===== src/rtl/soc_gen.sv =====
// POWERLINK Start-of-Cycle frame generator on an RMII transmit interface.
// Emits a 288-clock SoC frame (preamble, 60-byte payload, FCS) once per period.
module soc_gen #(
  parameter int unsigned CYCLE_CLKS    = 50000,
  parameter int unsigned COUNTER_WIDTH = 32,
  parameter logic [47:0] SRC_MAC       = 48'h00111E0000F0,
  parameter logic [7:0]  MN_NODE       = 8'hF0
) (
  input  logic        clk,
  input  logic        rst,
  input  logic        enable,
  output logic        rm_tx_en,
  output logic [1:0]  rm_tx_data,
  output logic        soc_pulse,
  output logic        busy,
  output logic [31:0] soc_count
);

  // Frame is 288 clocks; keep at least a 48-clock gap before the next one.
  localparam int unsigned MinPeriod = 336;
  localparam int unsigned Period    = (CYCLE_CLKS > MinPeriod) ? CYCLE_CLKS : MinPeriod;
  localparam logic [COUNTER_WIDTH-1:0] PeriodLast = COUNTER_WIDTH'(Period - 1);

  typedef enum logic [1:0] {StIdle, StPre, StData, StFcs} state_e;

  state_e                   state_q, state_d;
  logic [COUNTER_WIDTH-1:0] cnt_q, cnt_d;
  logic [7:0]               idx_q, idx_d;
  logic [31:0]              crc_q, crc_d;
  logic [31:0]              rel_q, rel_d;
  logic [31:0]              count_q, count_d;
  logic                     tx_en_q, tx_en_d;
  logic [1:0]               tx_data_q, tx_data_d;
  logic                     pulse_q, pulse_d;

  logic       frame_start;
  logic [7:0] cur_byte;
  logic [1:0] data_dibit;
  logic [31:0] fcs_val;
  logic [1:0] fcs_dibit;

  // Payload byte at offset k from the destination MAC.
  function automatic logic [7:0] data_byte(input logic [5:0] k, input logic [31:0] rel);
    logic [7:0] b;
    b = 8'h00;
    case (k)
      6'd0:  b = 8'h01;
      6'd1:  b = 8'h11;
      6'd2:  b = 8'h1E;
      6'd5:  b = 8'h01;
      6'd6:  b = SRC_MAC[47:40];
      6'd7:  b = SRC_MAC[39:32];
      6'd8:  b = SRC_MAC[31:24];
      6'd9:  b = SRC_MAC[23:16];
      6'd10: b = SRC_MAC[15:8];
      6'd11: b = SRC_MAC[7:0];
      6'd12: b = 8'h88;
      6'd13: b = 8'hAB;
      6'd14: b = 8'h01;
      6'd15: b = 8'hFF;
      6'd16: b = MN_NODE;
      // RelativeTime low word, little-endian; high word is zero.
      6'd28: b = rel[7:0];
      6'd29: b = rel[15:8];
      6'd30: b = rel[23:16];
      6'd31: b = rel[31:24];
      default: b = 8'h00;
    endcase
    return b;
  endfunction

  // Reflected CRC-32 advanced by one dibit, bit 0 first.
  function automatic logic [31:0] crc_dibit(input logic [31:0] c, input logic [1:0] d);
    logic [31:0] r;
    r = c;
    for (int i = 0; i < 2; i++) begin
      if (r[0] ^ d[i]) r = (r >> 1) ^ 32'hEDB88320;
      else             r = r >> 1;
    end
    return r;
  endfunction

  assign frame_start = enable && (cnt_q == '0) && (state_q == StIdle);
  assign cur_byte    = data_byte(idx_q[7:2], rel_q);
  assign data_dibit  = cur_byte[{idx_q[1:0], 1'b0} +: 2];
  assign fcs_val     = ~crc_q;
  assign fcs_dibit   = fcs_val[{idx_q[3:0], 1'b0} +: 2];

  // Period counter: held at zero while disabled, wraps at the effective period.
  always_comb begin
    cnt_d = '0;
    if (enable) begin
      if (cnt_q == PeriodLast) cnt_d = '0;
      else                     cnt_d = cnt_q + COUNTER_WIDTH'(1);
    end
  end

  // Frame sequencer: idx_q is the index of the next dibit within the current state.
  always_comb begin
    state_d   = state_q;
    idx_d     = idx_q;
    crc_d     = crc_q;
    rel_d     = rel_q;
    count_d   = count_q;
    tx_en_d   = 1'b0;
    tx_data_d = 2'b00;
    pulse_d   = 1'b0;
    unique case (state_q)
      StIdle: begin
        if (frame_start) begin
          state_d   = StPre;
          idx_d     = 8'd1;
          tx_en_d   = 1'b1;
          tx_data_d = 2'b01;
          pulse_d   = 1'b1;
          rel_d     = count_q;
          crc_d     = 32'hFFFFFFFF;
        end
      end
      StPre: begin
        tx_en_d = 1'b1;
        // Last preamble dibit is the top of the SFD (0xD5).
        if (idx_q == 8'd31) begin
          tx_data_d = 2'b11;
          state_d   = StData;
          idx_d     = 8'd0;
        end else begin
          tx_data_d = 2'b01;
          idx_d     = idx_q + 8'd1;
        end
      end
      StData: begin
        tx_en_d   = 1'b1;
        tx_data_d = data_dibit;
        crc_d     = crc_dibit(crc_q, data_dibit);
        if (idx_q == 8'd239) begin
          state_d = StFcs;
          idx_d   = 8'd0;
        end else begin
          idx_d = idx_q + 8'd1;
        end
      end
      StFcs: begin
        tx_en_d   = 1'b1;
        tx_data_d = fcs_dibit;
        if (idx_q == 8'd15) begin
          state_d = StIdle;
          idx_d   = 8'd0;
          count_d = count_q + 32'd1;
        end else begin
          idx_d = idx_q + 8'd1;
        end
      end
      default: state_d = StIdle;
    endcase
  end

  // State and registered RMII outputs; reset aborts any frame immediately.
  always_ff @(posedge clk or posedge rst) begin
    if (rst) begin
      state_q   <= StIdle;
      cnt_q     <= '0;
      idx_q     <= 8'd0;
      crc_q     <= 32'hFFFFFFFF;
      rel_q     <= 32'd0;
      count_q   <= 32'd0;
      tx_en_q   <= 1'b0;
      tx_data_q <= 2'b00;
      pulse_q   <= 1'b0;
    end else begin
      state_q   <= state_d;
      cnt_q     <= cnt_d;
      idx_q     <= idx_d;
      crc_q     <= crc_d;
      rel_q     <= rel_d;
      count_q   <= count_d;
      tx_en_q   <= tx_en_d;
      tx_data_q <= tx_data_d;
      pulse_q   <= pulse_d;
    end
  end

  assign rm_tx_en   = tx_en_q;
  assign rm_tx_data = tx_data_q;
  assign soc_pulse  = pulse_q;
  assign busy       = tx_en_q;
  assign soc_count  = count_q;

endmodule

===== config.mk =====
export PLATFORM = sky130hd
export DESIGN_NAME = soc_gen
export DESIGN_NICKNAME = d
export VERILOG_FILES = /design/src/rtl/soc_gen.sv
export SDC_FILE = /design/constraint.sdc
export NUM_CORES = 1
export LEC_CHECK = 0
export ABC_CLOCK_PERIOD_IN_PS = 6600
export BUFFER_PORTS_ARGS = -buffer_cell sky130_fd_sc_hd__buf_4
export CAP_MARGIN = 15
export CORE_MARGIN = 2
export CORE_UTILIZATION = 55
export DETAILED_ROUTE_END_ITERATION = 8
export PLACE_DENSITY = 0.72
export SLEW_MARGIN = 15
export SYNTH_ARGS = -nofsm -noshare
export SYNTH_HDL_FRONTEND = slang
export SYNTH_SLANG_ARGS = --single-unit
export TNS_END_PERCENT = 5

===== constraint.sdc =====
create_clock -name clk -period 6.6 [get_ports clk]
set_clock_uncertainty 0.2 [all_clocks]
set_input_delay 0.99 -clock clk [delete_from_list [all_inputs] [get_ports clk]]
set_output_delay 0.99 -clock clk [all_outputs]
set_load 0.02 [all_outputs]

; ---- Word level (Yosys, flattened, before mapping)
; Cells that the tools add are included.
[word_totals]
ff_bits = 142
input_bits = 3
output_inout_bits = 37
[op_classes]
bitwise = 5
shifts = 2
n_eq_ne = 26
n_reduce_logical = 15
muxes = 24
addsub = 3
[ops]
columns = op, count
row1 = 32-bit two-way mux, 6
row2 = 8-bit case mux with 11 select lines, 1
row3 = "32-bit by 1-bit adder with 32-bit output, second input constant", 2
row4 = 32-bit case mux with 2 select lines, 1
row5 = "6-bit by 4-bit == test with 1-bit output, second input constant", 6
row6 = "32-bit by 16-bit == test with 1-bit output, second input constant", 1
row7 = 32-bit logical NOT, 1
row8 = 8-bit two-way mux, 4
row9 = 32-bit inverter, 1
row10 = 8-bit case mux with 4 select lines, 1
row11 = 32-bit by 6-bit variable part select with 2-bit output, 1
row12 = "6-bit by 5-bit == test with 1-bit output, second input constant", 5
row13 = 13-bit inverter with 14-bit output, 2
row14 = 2-bit case mux with 4 select lines, 2
row15 = "6-bit by 3-bit == test with 1-bit output, second input constant", 2
row16 = 2-bit two-way mux, 5
row17 = "8-bit by 1-bit adder with 8-bit output, second input constant", 1
row18 = "8-bit by 4-bit == test with 1-bit output, second input constant", 1
row19 = "8-bit by 5-bit == test with 1-bit output, second input constant", 1
row20 = "8-bit == test, second input constant", 1
row21 = "2-bit inequality test, second input constant", 4
row22 = 8-bit by 4-bit variable part select with 2-bit output, 1
row23 = "6-bit by 1-bit == test with 1-bit output, second input constant", 1
row24 = "6-bit by 2-bit == test with 1-bit output, second input constant", 1
row25 = 13 further kinds, 23

; ---- Depth between registers and ports, before layout
[logic_depth]
ltp_word = 10
mapped_depth = 10
mapped_depth_nobuf = 9

; ---- Least setup slack after synthesis
; OpenSTA, ideal clock, no wires.
[synth_timing]
kind = register -> register
startpoint = reg idx_q[2]
endpoint = reg crc_q[26]
setup_ps = 73
arrival_time_ps = 2415
t_required_ps = 6327
path_stages_with_launch = 10
synth_period_minus_slack_ps = 2688
path_slack_ps = 3912
n_path_buf = 3
path_cell_list = dfrtp_1 -> buf_6 -> buf_2 -> and4b_1 -> o31a_1 -> o41ai_1 -> a21oi_2 -> buf_6 -> xnor3_1 -> a21oi_1
[synth_via]
elab_chain_cells = 10
word_cells_on_any_way = 29
classes_between = eq/ne (15) / shift (1) / mux (5) / bitwise (3) / reduce/logical (5)
[synth_lines]
columns = element, line
row1 = start: declaration, 28  ; logic [7:0] idx_q, idx_d;
row2 = start signal: assignment, 173  ; idx_q <= idx_d;
row3 = 6-bit by 4-bit == test with 1-bit output (tied with other cells), 46  ; case (k)
row4 = 3-bit OR reduction (no line) or 2-bit OR reduction (tied branches), --
row5 = 8-bit case mux with 11 select lines *, 46
row6 = 8-bit by 4-bit variable part select with 2-bit output *, 85  ; assign data_dibit = cur_byte[{idx_q[1:0], 1'b0} +: 2];
row7 = 1-bit bitwise XOR, 77  ; if (r[0] ^ d[i]) r = (r >> 1) ^ 32'hEDB88320;
row8 = 32-bit two-way mux, 77
row9 = 32-bit two-way mux, 108  ; unique case (state_q)
row10 = 13-bit inverter with 14-bit output (no line), --
row11 = 32-bit two-way mux *, 77
row12 = 32-bit case mux with 2 select lines *, 108
row13 = end signal: assignment, 174  ; crc_q <= crc_d;
row14 = end: declaration, 29  ; logic [31:0] crc_q, crc_d;
; Every way passes the cells marked *; elsewhere a longest branch is shown, timed or not. The select of a mux whose other input is x is not followed.
; A chain may end at the register's enable or synchronous reset.

; ---- Final worst setup path
[layout_timing]
startpoint = reg idx_q[2]
endpoint = reg crc_q[19]
; Same word-level chain as after synthesis.

==> out/results.txt <==
Async S/R FF share, synth - 100%
dpl hpwl - 9670 µm
outcome - finished, final reports clean
largest family of logic cells by synthesized area - simple AND/OR/NAND/NOR gates
number of global-route vias before repair - 4931
Fillers - 992
hold_sp - cnt_q[0]
EDFF count, synth - 0
Worst Reg-to-Reg Cells - 6
Max FO, Critical Path - 26
Worst slew margin - 30.8%
final net count - 678
post-place setup slack - 2900 ps
first-pass GRT wire length - 24900 µm
Core Area - 13100 µm²
Max Fclk - 0.269 GHz
kind of end point of the critical path - flop
mux contribution to synthesized area - 10.9%
share of cells above drive strength 1 - 23.7%
Post-Synth XOR/XNOR Area - 13.6%
count leader, synth - dfrtp_1
Most used DFF post-synth - dfrtp_1
Slew Limit Fails - 0
worst r2r src - idx_q[2]
CP Class - reg -> reg
top cells by area, synth - dfrtp_1, dfstp_2, xnor2_1, mux2_2, mux4_2
area leader, netlist - dfrtp_1
WP data required - 6750 ps
Final Worst Setup Slack - 2880 ps
Critical R2R Capture - crc_q[19]
grt total ovfl - 0
DR WL/cell - 17.3 µm
Synth Warn # - 0
clk_lat worst skew - 430 ps
CTS Buf Count - 17
leakage power - 3.68 nW
sequential-to-total area share from yosys stat - 49.2%
CP max stage delay - 960 ps
CTS tree - done
detailed-route via count - 4970
initial drt markers - 269
GRT Util Overall - 22.2%
H-tree levels - 4
DRC viols - 0
Clock Path Buffers - 2
final wirelength - 14800 µm
Slowest cell on crit path - dfrtp_1
RSZ-0062 raised after global routing - no
initial antenna violation count - 0
Die ar. - 14200 µm²
crit path cell chain - mux4_2 -> a211o_1 -> o22ai_4 -> xor2_2 -> xnor3_1 -> a21oi_1
worst hold path depth - 1
clock tree root buffer cell - clkbuf_16
Net Count, Synth - 648
largest net degree at the start of global routing - 78
Die Height - 119 µm
Synth top cells by count - dfrtp_1, nor2_1, xnor2_1
final hold viol count - 0
nature of the critical path startpoint - flop
setup violators final - 0
synth unique cells - 62
Syn Inst Count - 637
drt pass-1 iters - 5
maximum vdd ir drop - 0.000195 V
Rows - 42
# port buffers - 39
syn avg cell area - 11.5 µm²
Hold-fix buffers, CTS - 0
hold endpoint - cnt_q[0]
clock-pin slew on the worst setup and hold paths - 60 ps
adder-cell share of the synthesized area - 1.37%
routed vias/inst - 5.81
Worst-Margin Slew - 1040 ps
compound-gate portion of the synthesized area - 7.21%
post-synth top area share - 37.7%
Layout area overhead - 13.4%
Ant. Diodes - 0
area of the multi-input gates - 3490 µm²
CTS sink cnt - 142
PwrDens - 390 nW/µm²
Die Wd - 119 µm
post-route ant nets - 0
Hold Path Class - reg -> reg
synthesized cell area - 7300 µm²
register-to-register path setup slack - 2880 ps
post-cts repair resize count - 0
CP arrival - 3870 ps
max-cap violations - 0
fin crit period - 3720 ps
RePlAce Congestion - 0.821
Sum Neg Setup Slack - 0 ps
post-synthesis register bit count - 142
I/O pin count - 40
Starting Density - 55.8%
setup bufs post-CTS - 0
Final Cycle Share - 56.3%
sequential cell area - 3590 µm²
post-synthesis simple-gate area fraction - 14.6%
power by group:
part | internal [mW] | switching [mW] | total [mW]
clock network | 0.565 | 0.359 | 0.924
logic | 0.605 | 0.490 | 1.10
registers | 1.06 | 0.150 | 1.21
cell usage in the layout (no fill, tap or decap), drive strengths merged, types with 4 or more instances in the layout:
cell type	n
dfstp	32
and2	5
o22a	17
clkbuf	22
mux4	17
clkinv	4
inv	21
a21oi	21
dfrtp	110
xnor2	49
nor2	80
ha	8
xor2	30
o21ai	13
nand4	18
nor4	10
nor3	8
buf	42
nand2	40
and4	5
xnor3	13
nand3	21
and3	10
mux2	34
cells by family (layout without fill, tap and decap cells):
logic type                 count (synthesis)  count (layout)
AOI/OAI and AO/OA                         74              74
xor gates and xnor gates                  92              92
adders and majority gates                  8               8
buffers and inverters                     51              93
DFF                                      142             142
muxes                                     53              53
and+or+nand+nor                          217             217
per-stage QoR:
step	cell area, µm²	std cells	hold WS [ps]	total power [mW]	utilization, %
finish	8280	855	290	3.23	63.3
global route	8280	855	313	3.38	63.3
CTS	8280	855	289	3.24	63.3
detailed placement	7700	824	281	2.31	58.8
global placement	7700	824	272	2.27	58.8
floorplan	7300	637	255	2.13	-
worst max path at each step:
stage	start	to	slack, ps	depth (start not counted)
6_report	idx_q[2]	crc_q[19]	2880	6
3_3_place_gp	idx_q[2]	crc_q[8]	2980	6
4_1_cts	idx_q[2]	crc_q[19]	2880	6
2_1_floorplan	rst	busy	1650	1
3_5_place_dp	idx_q[2]	crc_q[26]	2900	6
5_1_grt	idx_q[2]	crc_q[19]	2670	7
worst max-delay path, delay by kind of cell (launching register included):
| kind | cells | cell delay [ps] |
|---|---|---|
| muxes | 1 | 600 |
| AOI/OAI and AO/OA | 3 | 700 |
| xor gates and xnor gates | 2 | 1180 |
| DFF | 1 | 960 |
cell type report:
| cell class | instances | area share (%) |
|---|---|---|
| sequential | 142 | 43.4 |
| multi-input combinational | 444 | 42.2 |
| clock buffer | 22 | 5.97 |
| timing repair buffer | 42 | 3.81 |
| tap | 176 | 2.66 |
| clock inverter | 9 | 1.01 |
| inverter | 20 | 0.967 |
layer usage:
layer / GRT usage [%] / wire [µm] / vias up
met5: 0 / 0 / -
met1: 29.7 / 6600 / 2520
met3: 4.65 / 551 / 23
li1: - / - / 2314
met2: 35.6 / 7350 / 113
met4: 8.63 / 286 / 0
flip-flops by register name, indices dropped and copies added (netlist names):
name / count
cnt_q: 32
soc_count: 32
soc_pulse: 1
rm_tx_data: 2
crc_q: 32
state_q: 2
rel_q: 32
idx_q: 8
busy: 1
(Power assumes the default switching activity.)
